**src/rtl/ccff_ctrl_pkg.sv**
```systemverilog
// Shared definitions for the configuration-chain load sequencer.
// FSM encodings, CRC-16-CCITT constants and a single-bit CRC update helper.
package ccff_ctrl_pkg;

    localparam logic [2:0] ST_IDLE  = 3'd0;
    localparam logic [2:0] ST_LOAD  = 3'd1;
    localparam logic [2:0] ST_CHECK = 3'd2;
    localparam logic [2:0] ST_DONE  = 3'd3;
    localparam logic [2:0] ST_ERROR = 3'd4;

    localparam logic [15:0] CRC_POLY = 16'h1021;
    localparam logic [15:0] CRC_INIT = 16'hFFFF;

    // MSB-first update: the incoming bit is folded into the bit leaving the top.
    function automatic logic [15:0] crc16_next(input logic [15:0] crc, input logic bit_in);
        crc16_next = {crc[14:0], 1'b0} ^ (((crc[15] ^ bit_in) == 1'b1) ? CRC_POLY : 16'h0000);
    endfunction

endpackage

```
**src/rtl/ccff_crc16.sv**
```systemverilog
// Serial CRC-16-CCITT over the bits driven onto the configuration chain.
// Only built when CCFF_CRC_EN is defined.
`ifdef CCFF_CRC_EN
module ccff_crc16
    import ccff_ctrl_pkg::*;
(
    input  logic        clk,
    input  logic        rst,
    input  logic        clr,
    input  logic        en,
    input  logic        bit_in,
    output logic [15:0] crc
);

    always_ff @(posedge clk or posedge rst) begin
        if (rst) begin
            crc <= CRC_INIT;
        end else if (clr) begin
            crc <= CRC_INIT;
        end else if (en) begin
            crc <= crc16_next(crc, bit_in);
        end
    end

endmodule
`endif

```
**src/rtl/ccff_load_ctrl.sv**
```systemverilog
// Configuration-chain load sequencer: streams host words LSB-first onto ccff_head.
// Defining CCFF_CRC_EN adds a CRC-16 check of the shifted stream before I/O release.
module ccff_load_ctrl
    import ccff_ctrl_pkg::*;
#(
    parameter int CHAIN_LEN = 1024,
    parameter int WORD_W    = 32
) (
    input  logic              prog_clk,
    input  logic              prog_reset,
    input  logic              start,
    input  logic              abort,
    input  logic              s_valid,
    input  logic [WORD_W-1:0] s_data,
    output logic              s_ready,
    output logic              ccff_head,
    input  logic              ccff_tail,
    output logic              cfg_clk_en,
    output logic              IO_ISOL_N,
    output logic              busy,
    output logic              done,
    input  logic [15:0]       crc_expected,
    output logic              crc_err
);

    localparam int CNT_W = $clog2(CHAIN_LEN + 1);
    localparam int BC_W  = $clog2(WORD_W + 1);
    localparam logic [CNT_W-1:0] LAST_CNT = CNT_W'(CHAIN_LEN);

    logic [2:0]        state;
    logic [2:0]        state_nxt;
    logic [CNT_W-1:0]  bit_cnt;
    logic [CNT_W-1:0]  covered;
    logic [CNT_W-1:0]  remaining;
    logic [WORD_W-1:0] word_buf;
    logic [BC_W-1:0]   buf_cnt;
    logic [BC_W-1:0]   load_cnt;
    logic              can_start;
    logic              enter_load;
    logic              shift_now;
    logic              shift_en;
    logic              accept;
    logic              crc_bad;

    assign can_start  = (state == ST_IDLE) || (state == ST_DONE) || (state == ST_ERROR);
    assign enter_load = start && !abort && can_start;
    assign shift_now  = (state == ST_LOAD) && (buf_cnt != '0);
    assign shift_en   = shift_now && !abort;

    // Bits already shifted plus bits waiting in the buffer never exceed the chain length,
    // so "remaining" is the number of chain bits no host word has supplied yet.
    assign covered   = bit_cnt + CNT_W'(buf_cnt);
    assign remaining = LAST_CNT - covered;
    assign load_cnt  = (32'(remaining) < 32'(WORD_W)) ? BC_W'(remaining) : BC_W'(WORD_W);

    assign s_ready = (state == ST_LOAD) && (remaining != '0) && (buf_cnt <= BC_W'(1));
    assign accept  = s_valid && s_ready;

    assign busy      = (state == ST_LOAD) || (state == ST_CHECK);
    assign done      = (state == ST_DONE);
    assign IO_ISOL_N = (state == ST_DONE);

    always_comb begin
        state_nxt = state;
        case (state)
            ST_IDLE: begin
                if (start && !abort) state_nxt = ST_LOAD;
            end
            ST_LOAD: begin
                if (abort) state_nxt = ST_IDLE;
                else if (bit_cnt == LAST_CNT) state_nxt = ST_CHECK;
            end
            ST_CHECK: begin
                if (abort) state_nxt = ST_IDLE;
                else if (crc_bad) state_nxt = ST_ERROR;
                else state_nxt = ST_DONE;
            end
            ST_DONE, ST_ERROR: begin
                if (abort) state_nxt = ST_IDLE;
                else if (start) state_nxt = ST_LOAD;
            end
            default: state_nxt = ST_IDLE;
        endcase
    end

    always_ff @(posedge prog_clk or posedge prog_reset) begin
        if (prog_reset) begin
            state <= ST_IDLE;
        end else begin
            state <= state_nxt;
        end
    end

    // A word arriving while the last buffered bit leaves overwrites the buffer in the same
    // cycle, which keeps back-to-back words bubble-free.
    always_ff @(posedge prog_clk or posedge prog_reset) begin
        if (prog_reset) begin
            bit_cnt    <= '0;
            word_buf   <= '0;
            buf_cnt    <= '0;
            ccff_head  <= 1'b0;
            cfg_clk_en <= 1'b0;
        end else begin
            cfg_clk_en <= shift_en;
            if (shift_en) begin
                ccff_head <= word_buf[0];
            end
            if (enter_load) begin
                bit_cnt <= '0;
            end else if (shift_now) begin
                bit_cnt <= bit_cnt + CNT_W'(1);
            end
            if (enter_load) begin
                word_buf <= '0;
                buf_cnt  <= '0;
            end else if (accept) begin
                word_buf <= s_data;
                buf_cnt  <= load_cnt;
            end else if (shift_now) begin
                word_buf <= word_buf >> 1;
                buf_cnt  <= buf_cnt - BC_W'(1);
            end
        end
    end

`ifdef CCFF_CRC_EN
    logic [15:0] crc;
    logic        unused_tail;

    ccff_crc16 u_crc (
        .clk    (prog_clk),
        .rst    (prog_reset),
        .clr    (enter_load),
        .en     (shift_en),
        .bit_in (word_buf[0]),
        .crc    (crc)
    );

    assign crc_bad     = (crc != crc_expected);
    assign unused_tail = ccff_tail;

    always_ff @(posedge prog_clk or posedge prog_reset) begin
        if (prog_reset) begin
            crc_err <= 1'b0;
        end else if (enter_load) begin
            crc_err <= 1'b0;
        end else if ((state == ST_CHECK) && !abort && crc_bad) begin
            crc_err <= 1'b1;
        end
    end
`else
    logic unused_inputs;

    assign crc_bad       = 1'b0;
    assign crc_err       = 1'b0;
    assign unused_inputs = ^{crc_expected, ccff_tail};
`endif

endmodule

```
**config.mk**
```make
export PLATFORM = sky130hd
export DESIGN_NAME = ccff_load_ctrl
export DESIGN_NICKNAME = d
export VERILOG_FILES = /design/src/rtl/ccff_ctrl_pkg.sv /design/src/rtl/ccff_crc16.sv /design/src/rtl/ccff_load_ctrl.sv
export SDC_FILE = /design/constraint.sdc
export NUM_CORES = 1
export LEC_CHECK = 0
export CORE_UTILIZATION = 54
export DETAILED_ROUTE_END_ITERATION = 8
export GPL_ROUTABILITY_DRIVEN = 0
export PLACE_DENSITY = 0.8
export SKIP_CTS_REPAIR_TIMING = 1
export SLEW_MARGIN = 30
export SYNTH_ARGS = -nofsm -noshare
export SYNTH_HDL_FRONTEND = slang
export SYNTH_SLANG_ARGS = --single-unit
```
**constraint.sdc**
```tcl
create_clock -name prog_clk -period 4.1 [get_ports prog_clk]
set_input_delay 0.82 -clock prog_clk [delete_from_list [all_inputs] [get_ports prog_clk]]
set_output_delay 0.82 -clock prog_clk [all_outputs]
set_load 0.01 [all_outputs]
```
======== Word-level counts from Yosys, hierarchy flattened ========
Cells that the tools add are included.
storage, ports and cells
  output and inout bits ................... 7
  input port bits ......................... 54
  logic and storage cells ................. 54
  register bits ........................... 54
cells by class
  equality and inequality tests ........... 8
  mux-type cells .......................... 16
  order comparisons ....................... 2
  $add $sub $neg .......................... 4
  reductions and logical operators ........ 18
operators with widths
  cell                                                          number
  2-to-1 mux 32 bit                                             3
  2-to-1 mux 6 bit                                              4
  2-to-1 mux 11 bit                                             2
  2-to-1 mux 3 bit                                              5
  case mux 3 bit (4 select lines)                               1
  adder 11 x 1 -> 11 bit (second input constant)                1
  adder 11 x 6 -> 11 bit                                        1
  == test 11 bit (second input constant)                        1
  less-than comparator 11 x 6 -> 1 bit (second input constant)  1
  nonzero test 11 bit                                           1
  subtractor 11 bit (first input constant)                      1
  logical AND 1 bit                                             7
  == test 3 x 2 -> 1 bit (second input constant)                2
  <= comparator 6 x 1 -> 1 bit (second input constant)          1
  nonzero test 6 bit                                            1
  subtractor 6 x 1 -> 6 bit (second input constant)             1
  == test 3 x 1 -> 1 bit (second input constant)                1
  == test 3 bit (second input constant)                         1
  zero test 3 bit                                               1
  logical OR 1 bit                                              3
  inequality test 3 x 2 -> 1 bit (second input constant)        1
  inequality test 3 bit (second input constant)                 1
  AND reduction 3 bit                                           1
  nonzero test 3 bit                                            1
  other kinds (5)                                               5

======== Logic depth before layout (Yosys ltp) ========
Gate-level depths: netlist of run 1.
  depth after elaboration ................. 8
  depth in mapped cells ................... 14
  mapped depth without buffers ............ 12

======== Least setup slack after synthesis of run 1 ========
No wires, ideal clock.
  kind .................................... register -> output
  from .................................... register bit_cnt[1]
  to ...................................... output port s_ready
  path slack .............................. 0.787 ns
  cell stages (with the launch flop) ...... 13
  data required time ...................... 3.280 ns
  path buffers ............................ 0
  data arrival time ....................... 2.493 ns
  cell sequence ........................... dfrtp_1 ha_1 inv_1 ha_1 inv_1 fa_1 nand2b_1 a21oi_1 mux2i_1 nand3_1 nand3_1 nor2_1 a21boi_0
on the way
  longest elaborated chain between the ends .. 5
RTL lines
  item                             line                   text
  from (decl)                      ccff_load_ctrl.sv:32   logic [CNT_W-1:0] bit_cnt;
  from (signal assigned)           ccff_load_ctrl.sv:111  bit_cnt <= bit_cnt + CNT_W'(1);
  adder 11 x 6 -> 11 bit           ccff_load_ctrl.sv:52   assign covered = bit_cnt + CNT_W'(buf_cnt);
  subtractor 11 bit                ccff_load_ctrl.sv:53   assign remaining = LAST_CNT - covered;
  nonzero test 11 bit              ccff_load_ctrl.sv:56   assign s_ready = (state == ST_LOAD) && (remaining != '0) && (buf_cnt <= BC_W'(1));
  logical AND 1 bit (2 in series)  ccff_load_ctrl.sv:56
  to (decl)                        ccff_load_ctrl.sv:15   output logic s_ready,
No other way between the ends.

======== Final worst setup path of run 1 ========
Ends and elaborated chain as after synthesis.

==> summary.md, run 1 <==
| Metric | Value |
|---|---|
| Status | `completed` |
| CTS clock-pin slew for the worst setup and hold paths | `0.10 ns` |
| Hpwl dp | `5350 microns` |
| Max Cap Viol | `0` |
| DRC Markers | `0` |
| Total Neg Setup Slack | `0 ns` |
| Synth Warn # | `0` |
| Seq/Total Area, Yosys | `35.2%` |
| Sequential cell area | `0.00133 sq mm` |
| Vias per cell | `5.46` |
| Syn_nets | `554` |
| VDD IR max | `398 uV` |
| Cts bufs inserted | `5` |
| Pins Over Slew Limit | `0` |
| Yosys cell types | `53` |
| CTS tree | `built` |
| EDFF count, synth | `0` |
| Final core occ | `65.1%` |
| Core footprint | `0.00676 sq mm` |
| FP Rows | `30` |
| Initial core utilization | `55.8%` |
| Die width | `85.6 microns` |
| Root Driver | `clkbuf_8` |
| Finish-stage setup viols | `0` |
| Fmax achieved | `257 MHz` |
| Skew-Pair Late Insertion Delay | `0.31 ns` |
| Leak Pwr | `0.00213 uW` |
| Max clock buf depth | `2` |
| Power per cell area | `680 mW/mm^2` |
| Number of global-route vias before repair | `3007` |
| Vias | `3192` |
| Clock skew | `0.00579 ns` |
| Crit share post-route | `94.7%` |
| Element type at the critical path start | `flip-flop` |
| Hold Fails Final Rpt | `0` |
| Share of cells above drive strength 1 | `5.35%` |
| Final Critical Period | `3.88 ns` |
| Synthesized instance count | `471` |
| Routed WL | `7770 microns` |
| Grt ovf | `0` |
| Router iterations before antenna repair | `5` |
| Commonest cells after routing, fill and taps aside | `nand2_1, dfrtp_1, clkdlybuf4s50_1` |
| Synth Cell Area | `0.00377 sq mm` |
| Slew margin rel. | `47.5%` |
| Pin count of the biggest net entering global routing | `57` |
| Port bufs | `42` |
| Total GRT Usage | `22.3%` |
| Crit Path Max Fanout | `3` |
| Num ports | `61` |
| Internal Power | `1640 uW` |
| Net Sw Frac | `45.2%` |
| Initial DRC Count | `176` |
| Req. time, crit path | `3.28 ns` |
| Area grow syn2layout | `16.7%` |
| Die Ht | `85.6 microns` |
| Least-Margin Pin Slew | `0.781 ns` |
| Initial antenna violation count | `0` |
| H-tree Lvls | `2` |
| Antenna Diode Count | `0` |
| Worst Hold Class | `flip-flop to flip-flop` |
| Data arrival time of the worst path | `3.06 ns` |
| Worst setup EP type | `primary output` |
| First-pass GRT wire length | `13200 microns` |
| Multi-input gate area | `0.00227 sq mm` |
| Die area | `0.00732 sq mm` |
| Ys async rst share | `100%` |
| FF+latch count, synth | `53` |
| CP Class | `flip-flop to primary output` |
| Routed Antenna Nets | `0` |
| Synthesized area per cell | `8.00 sq um` |
| Fillers | `570` |
| RSZ-0062 raised after global routing | `false` |
| Synth Flop Type | `dfrtp_1` |
| Reg power frac | `27.0%` |
| Combinational fraction of design power | `60.4%` |
| WL per Instance | `13.3 microns` |
| Psw | `1350 uW` |
| Nets | `587` |
| CTS sink count | `53` |
| Most common cell after layout, fill and taps aside | `nand2_1` |
| Clk network pwr share | `12.6%` |
## critical path, cell delays in order (launching register included)
cell            delay [ns]
dfrtp_1               0.42
ha_1                  0.31
inv_1                 0.06
ha_2                  0.20
inv_1                 0.06
fa_1                  0.42
nand2b_4              0.18
a21oi_2               0.17
nor4_1                0.08
nor4_2                0.33
nand3_1               0.17
nor2_1                0.12
a21boi_1              0.08
dlymetal6s2s_1        0.18
## metrics by stage
step / cells / worst slack, ns / total power (uW) / instance area, sq um / hold WS, ns
after floorplan: 471 / 0.787 / 2130 / 3770 / 0.479
after global placement: 576 / 0.160 / 2480 / 4250 / 0.505
after detailed placement: 576 / 0.0802 / 2550 / 4260 / 0.526
after CTS: 584 / -0.286 / 2930 / 4370 / 0.547
after global routing: 585 / 0.0327 / 3250 / 4400 / 0.579
final: 585 / 0.216 / 2990 / 4400 / 0.549
## cells in the mapped netlist (2+ instances only)
| master | count | share of area [%] |
|---|---|---|
| nor2_1 | 31 | 3.1 |
| nor4_1 | 3 | 0.50 |
| inv_1 | 26 | 2.6 |
| nand2_1 | 172 | 17 |
| dfrtp_1 | 53 | 35 |
| nor3_1 | 4 | 0.53 |
| xor2_1 | 3 | 0.70 |
| clkbuf_1 | 16 | 1.6 |
| buf_6 | 3 | 0.90 |
| xnor2_1 | 15 | 3.5 |
| nand2b_1 | 5 | 0.83 |
| nor2b_1 | 2 | 0.33 |
| a211o_1 | 2 | 0.46 |
| nand3_1 | 9 | 1.2 |
| ha_1 | 28 | 9.3 |
| nand4_1 | 6 | 1.0 |
| a21oi_1 | 8 | 1.1 |
| mux2i_1 | 38 | 10 |
| a31oi_1 | 2 | 0.33 |
| and3_1 | 3 | 0.50 |
| nor3b_1 | 3 | 0.60 |
| buf_4 | 3 | 0.60 |
| o31ai_1 | 2 | 0.40 |
| o21ai_0 | 5 | 0.66 |
## power by group through the flow
stage          registers (uW)  logic [uW]  clock network (uW)
6_report                  809        1810                 376
5_1_grt                   831        2020                 397
4_1_cts                   809        1740                 379
2_1_floorplan             794        1340                   0
3_3_place_gp              812        1670                   0
3_5_place_dp              818        1730                   0
## final timing paths
path / to / slack [ns] / start / cells after the start
max in group asynchronous: word_buf[29]$_DFFE_PP0P_ / 2.42 / prog_reset / 3
min in group asynchronous: word_buf[17]$_DFFE_PP0P_ / 0.96 / prog_reset / 2
max reg2reg: word_buf[28]$_DFFE_PP0P_ / 0.79 / bit_cnt[1]$_DFFE_PP0P_ / 13
min: ccff_head$_DFFE_PP0P_ / 0.55 / ccff_head$_DFFE_PP0P_ / 1
max: s_ready / 0.22 / bit_cnt[1]$_DFFE_PP0P_ / 13
min reg2reg: ccff_head$_DFFE_PP0P_ / 0.55 / ccff_head$_DFFE_PP0P_ / 1
## routing by layer
layer  vias up  wire length, microns  track usage, %
li1       1597                     -               -
met3        11                   270            3.46
met1      1505                  3580            29.1
met5         -                     0               0
met2        79                  3810            38.8
met4         0                   111            6.06
## cell families (layout without fill, tap and decap cells)
| kind of cell | count (synthesis) | in the layout | synth area share [%] |
|---|---|---|---|
| buf+inv | 49 | 83 | 5.81 |
| xor+xnor | 18 | 18 | 4.18 |
| mux | 39 | 39 | 10.4 |
| compound gates | 33 | 33 | 6.44 |
| simple gates | 249 | 249 | 28.1 |
| fa+ha+maj | 29 | 29 | 9.82 |
| other cells | 1 | 1 | 0.0995 |
| flops | 53 | 53 | 35.2 |
## final cells by class
| type | count | share of cell area (%) |
|---|---|---|
| Sequential cell | 53 | 30.1 |
| Timing Repair Buffer | 49 | 11.1 |
| Tap cell | 80 | 2.28 |
| Multi-Input combinational cell | 369 | 51.6 |
| Clock buffer | 7 | 1.96 |
| Inverter | 26 | 2.22 |
| Clock inverter | 1 | 0.683 |
## sequential cells by signal, summed over array words and instances, names as in the netlist
name        flops
bit_cnt        11
ccff_head       1
state           2
word_buf       32
cfg_clk_en      1
buf_cnt         6
Power figures use the tool's default switching activity.
==> inputs of run 2 (changes only) <==
SETUP_SLACK_MARGIN = 0.4   (was default)
==> summary.md, run 2 (synthesized netlist as in run 1, its figures left out) <==
| Metric | Value |
|---|---|
| Placed Instances | `576` |
| Finish-stage setup viols | `0` |
| RSZ-0062 raised after global routing | `true` |
| Fmax achieved | `266 MHz` |
| FP Rows | `30` |
| Share of cells above drive strength 1 | `7.28%` |
| H-tree Lvls | `2` |
| Num ports | `61` |
| Leak Pwr | `0.00213 uW` |
| Fin cells | `588` |
| Initial DRC Count | `214` |
| Least-Margin Pin Slew | `0.784 ns` |
| Skew-Pair Late Insertion Delay | `0.31 ns` |
| Vias | `3200` |
| Total Neg Setup Slack | `0 ns` |
| Power per cell area | `697 mW/mm^2` |
| Met3 usage | `3.46%` |
| Status | `completed` |
| Reg2reg setup slack | `0.90 ns` |
| Design Area, Final | `0.00445 sq mm` |
| Largest Register | `word_buf` |
| Fillers | `563` |
| Worst setup EP type | `primary output` |
| Clock skew | `0.00688 ns` |
| Die width | `85.6 microns` |
| Initial core utilization | `55.8%` |
| Crit share post-route | `91.6%` |
| Multi-input gate area | `0.00230 sq mm` |
| Routed Antenna Nets | `0` |
| CTS sink count | `53` |
| Port bufs | `42` |
| Grt met2 use | `38.8%` |
| Initial antenna violation count | `0` |
| VDD IR max | `402 uV` |
| WL per Instance | `13.4 microns` |
| First-pass GRT wire length | `13200 microns` |
| Data arrival time of the worst path | `2.94 ns` |
| Die Ht | `85.6 microns` |
| Final Critical Period | `3.76 ns` |
| CP startpoint | `bit_cnt[1]$_DFFE_PP0P_` |
| Max Cap Viol | `0` |
| Req. time, crit path | `3.28 ns` |
| Gr busiest metal | `met2` |
| R2r worst-path depth | `13` |
| Slew margin rel. | `47.2%` |
| Element type at the critical path start | `flip-flop` |
| CP Class | `flip-flop to primary output` |
| Crit Path Max Fanout | `3` |
| Hold Fails Final Rpt | `0` |
| Hpwl dp | `5350 microns` |
| Most common cell after layout, fill and taps aside | `nand2_1` |
| Commonest cells after routing, fill and taps aside | `nand2_1, dfrtp_1, clkdlybuf4s50_1` |
| Total GRT Usage | `22.3%` |
| Die area | `0.00732 sq mm` |
| Antenna Diode Count | `0` |
| Pin count of the biggest net entering global routing | `57` |
| Area grow syn2layout | `18.0%` |
| Core footprint | `0.00676 sq mm` |
| Max reg flops | `32` |
| DRC Markers | `0` |
| Final core occ | `65.8%` |
| Cts bufs inserted | `5` |
| Biggest regs | `word_buf: 32 flops, bit_cnt: 11 flops, buf_cnt: 6 flops` |
| CTS clock-pin slew for the worst setup and hold paths | `0.10 ns` |
| Sequential cell area | `0.00133 sq mm` |
| Met1 Use GR | `29.1%` |
| R2R Path Start | `bit_cnt[1]$_DFFE_PP0P_` |
| Worst R2R End | `word_buf[28]$_DFFE_PP0P_` |
| Vias per cell | `5.44` |
| Pins Over Slew Limit | `0` |
| CTS tree | `built` |
| Routed WL | `7860 microns` |
| Worst Hold Class | `flip-flop to flip-flop` |
| Nets | `590` |
| Crit path to | `s_ready` |
| Grt ovf | `0` |
| Max clock buf depth | `2` |
| Number of global-route vias before repair | `3007` |
| Root Driver | `clkbuf_8` |
| Router iterations before antenna repair | `4` |
| Placed Area | `0.00426 sq mm` |
[run 2: area by class of cell]
| class | count | area share (%) |
|---|---|---|
| multi-input combinational | 369 | 51.8 |
| sequential | 53 | 29.8 |
| timing repair buffer | 52 | 11.3 |
| tap | 80 | 2.25 |
| inverter | 26 | 2.19 |
| clock buffer | 7 | 1.94 |
| clock inverter | 1 | 0.675 |
[run 2: worst min path at each step]
stage,startpoint,to,depth (start not counted)
floorplan,word_buf[0]$_DFFE_PP0P_,ccff_head$_DFFE_PP0P_,1
global placement,ccff_head$_DFFE_PP0P_,ccff_head$_DFFE_PP0P_,1
detailed placement,ccff_head$_DFFE_PP0P_,ccff_head$_DFFE_PP0P_,1
CTS,ccff_head$_DFFE_PP0P_,ccff_head$_DFFE_PP0P_,1
global route,ccff_head$_DFFE_PP0P_,ccff_head$_DFFE_PP0P_,1
finish,ccff_head$_DFFE_PP0P_,ccff_head$_DFFE_PP0P_,1
[run 2: critical path, stage by stage (launching register included)]
cell and delay (ns):
dfrtp_1 0.41, ha_1 0.31, inv_1 0.06, ha_2 0.17
inv_1 0.05, fa_2 0.36, nand2b_4 0.17, a21oi_4 0.14
nor4_1 0.07, nor4_2 0.35, nand3_1 0.16, nor2_1 0.13
a21boi_1 0.08, buf_2 0.15
[run 2: metal layers]
| metal | routed length [microns] | vias to the layer above |
|---|---|---|
| li1 | - | 1601 |
| met5 | 0 | - |
| met4 | 112 | 0 |
| met3 | 250 | 11 |
| met1 | 3600 | 1517 |
| met2 | 3890 | 71 |
[run 2: power by group]
group | internal [uW] | total [uW] | switching, uW
logic | 809 | 1920 | 1110
registers | 695 | 808 | 113
clock network | 199 | 377 | 177
[run 2: metrics by stage]
step / total power (uW) / worst slack, ns / hold WS [ns]
6_report: 3100 / 0.343 / 0.548
5_1_grt: 3350 / 0.197 / 0.579
4_1_cts: 2930 / -0.286 / 0.547
3_5_place_dp: 2550 / 0.0802 / 0.526
3_3_place_gp: 2480 / 0.160 / 0.505
2_1_floorplan: 2130 / 0.787 / 0.479
==> inputs of run 3 (changes only) <==
--- a/config.mk
+++ b/config.mk
@@ -7,6 +7,7 @@
 export LEC_CHECK = 0
-export CORE_UTILIZATION = 54
+export CORE_UTILIZATION = 62
 export DETAILED_ROUTE_END_ITERATION = 8
+export DONT_BUFFER_PORTS = 1
 export GPL_ROUTABILITY_DRIVEN = 0
-export PLACE_DENSITY = 0.8
+export PLACE_DENSITY = 0.78
 export SETUP_SLACK_MARGIN = 0.4
==> constraint.sdc (replaced) <==
create_clock -name prog_clk -period 4.1 [get_ports prog_clk]
set_input_delay 0.41 -clock prog_clk [delete_from_list [all_inputs] [get_ports prog_clk]]
set_output_delay 0.41 -clock prog_clk [all_outputs]
set_load 0.1 [all_outputs]
==> summary.md, run 3 (synthesized netlist as in run 1, its figures left out) <==
| Metric | Value |
|---|---|
| Skew-Pair Late Insertion Delay | `0.31 ns` |
| Antenna Diode Count | `0` |
| Max Cap Viol | `0` |
| Internal Power | `1590 uW` |
| Clk network pwr share | `11.7%` |
| Initial DRC Count | `198` |
| Data arrival time of the worst path | `3.10 ns` |
| VDD IR max | `499 uV` |
| Total GRT Usage | `24.8%` |
| Combinational fraction of design power | `60.4%` |
| Leak Pwr | `0.00196 uW` |
| Die Ht | `80.0 microns` |
| Nets | `549` |
| Routed WL | `7440 microns` |
| Root Driver | `clkbuf_8` |
| Biggest regs | `word_buf: 32 flops, bit_cnt: 11 flops, buf_cnt: 6 flops` |
| Number of global-route vias before repair | `2829` |
| First-pass GRT wire length | `12400 microns` |
| R2r worst-path depth | `13` |
| Core footprint | `0.00589 sq mm` |
| Pin count of the biggest net entering global routing | `54` |
| Max reg flops | `32` |
| Overall power | `3130 uW` |
| Grt ovf | `0` |
| FP Rows | `28` |
| Reg power frac | `27.9%` |
| CP Class | `flip-flop to primary output` |
| Num ports | `61` |
| Most common cell after layout, fill and taps aside | `nand2_1` |
| Die width | `80.0 microns` |
| Net Sw Frac | `49.4%` |
| Commonest cells after routing, fill and taps aside | `nand2_1, dfrtp_1, mux2i_1` |
| Final worst slack | `0.590 ns` |
| Vias | `2989` |
| Worst R2R End | `buf_cnt[5]$_DFFE_PP0P_` |
| Worst Hold Class | `input port to async pin` |
| Initial core utilization | `64.1%` |
| Die area | `0.00640 sq mm` |
| Status | `completed` |
| Hpwl dp | `5180 microns` |
| Largest Register | `word_buf` |
| Psw | `1550 uW` |
| CTS clock-pin slew for the worst setup and hold paths | `0.11 ns` |
| Max clock buf depth | `2` |
| Router iterations before antenna repair | `4` |
| Slew margin rel. | `40.8%` |
| Worst setup EP type | `primary output` |
| Area grow syn2layout | `6.77%` |
| Pre-CTS setup slack | `0.725 ns` |
| H-tree Lvls | `2` |
| Total Neg Setup Slack | `0 ns` |
| Initial antenna violation count | `0` |
| R2R Path Start | `bit_cnt[1]$_DFFE_PP0P_` |
| Finish-stage setup viols | `0` |
| Reg2reg setup slack | `0.72 ns` |
| Port bufs | `0` |
| Cts bufs inserted | `5` |
| Clock skew | `0.0188 ns` |
| Element type at the critical path start | `flip-flop` |
| Least-Margin Pin Slew | `0.888 ns` |
| Power per cell area | `779 mW/mm^2` |
| Crit Path Max Fanout | `4` |
| Pins Over Slew Limit | `0` |
| Req. time, crit path | `3.69 ns` |
| Hold Fails Final Rpt | `0` |
| Final Critical Period | `3.51 ns` |
| Routed Antenna Nets | `0` |
| DRC Markers | `0` |
| Fillers | `491` |
| Vias per cell | `5.51` |
| Share of cells above drive strength 1 | `7.71%` |
| CTS tree | `built` |
| WL per Instance | `13.7 microns` |
| RSZ-0062 raised after global routing | `false` |
| Fmax achieved | `285 MHz` |
| CTS sink count | `53` |
| Crit share post-route | `85.6%` |
run 3: metal layers:
metal / track usage [%] / wire, microns / vias to the layer above
met1: 32.7 / 3400 / 1403
met5: 0 / 0 / -
met3: 4.46 / 283 / 4
li1: - / - / 1518
met4: 5.89 / 46 / 0
met2: 42.2 / 3720 / 64
run 3: power groups by stage:
stage | sequential, uW | combinational, uW | clock [uW]
2_1_floorplan | 850 | 1470 | 0
3_3_place_gp | 873 | 1720 | 0
3_5_place_dp | 881 | 1790 | 0
4_1_cts | 870 | 1800 | 371
5_1_grt | 897 | 2110 | 390
6_report | 874 | 1890 | 368
run 3: critical path, stage by stage (launching register included):
cell and delay (ns):
dfrtp_1 0.43, ha_1 0.30, inv_1 0.06, ha_2 0.20, inv_1 0.06, fa_2 0.37, nand2b_1 0.20, a21oi_2 0.19
nor4_1 0.07, nor4_2 0.34, nand3_2 0.17, nor2_2 0.13, a21boi_2 0.08, buf_12 0.18
run 3: how the worst max path moves through the flow:
stage / startpoint / to / slack [ns]
3_5_place_dp: bit_cnt[1]$_DFFE_PP0P_ / buf_cnt[5]$_DFFE_PP0P_ / 0.73
6_report: bit_cnt[1]$_DFFE_PP0P_ / s_ready / 0.59
5_1_grt: bit_cnt[2]$_DFFE_PP0P_ / s_ready / 0.38
4_1_cts: bit_cnt[1]$_DFFE_PP0P_ / s_ready / 0.41
3_3_place_gp: bit_cnt[1]$_DFFE_PP0P_ / buf_cnt[1]$_DFFE_PP0P_ / 0.84
2_1_floorplan: bit_cnt[1]$_DFFE_PP0P_ / s_ready / 0.63
run 3: through the flow:
stage | hold slack (ns) | instance area [sq um] | cells | utilization [%]
global placement | 0.510 | 3850 | 531 | 65.4
floorplan | 0.479 | 3770 | 471 | -
CTS | 0.175 | 3960 | 539 | 67.3
global route | 0.170 | 4030 | 542 | 68.4
detailed placement | 0.514 | 3850 | 531 | 65.4
finish | 0.146 | 4030 | 542 | 68.4
run 3: layout make-up:
cell class / instances / area, sq um / share of cell area [%]
well taps: 75 / 93.8 / 2.33
multi-input cells: 369 / 2290 / 56.8
inverters: 26 / 97.6 / 2.42
repair buffers: 11 / 108 / 2.67
clock buffers: 5 / 68.8 / 1.71
flip-flops and latches: 53 / 1330 / 32.9
clock inverters: 3 / 43.8 / 1.09
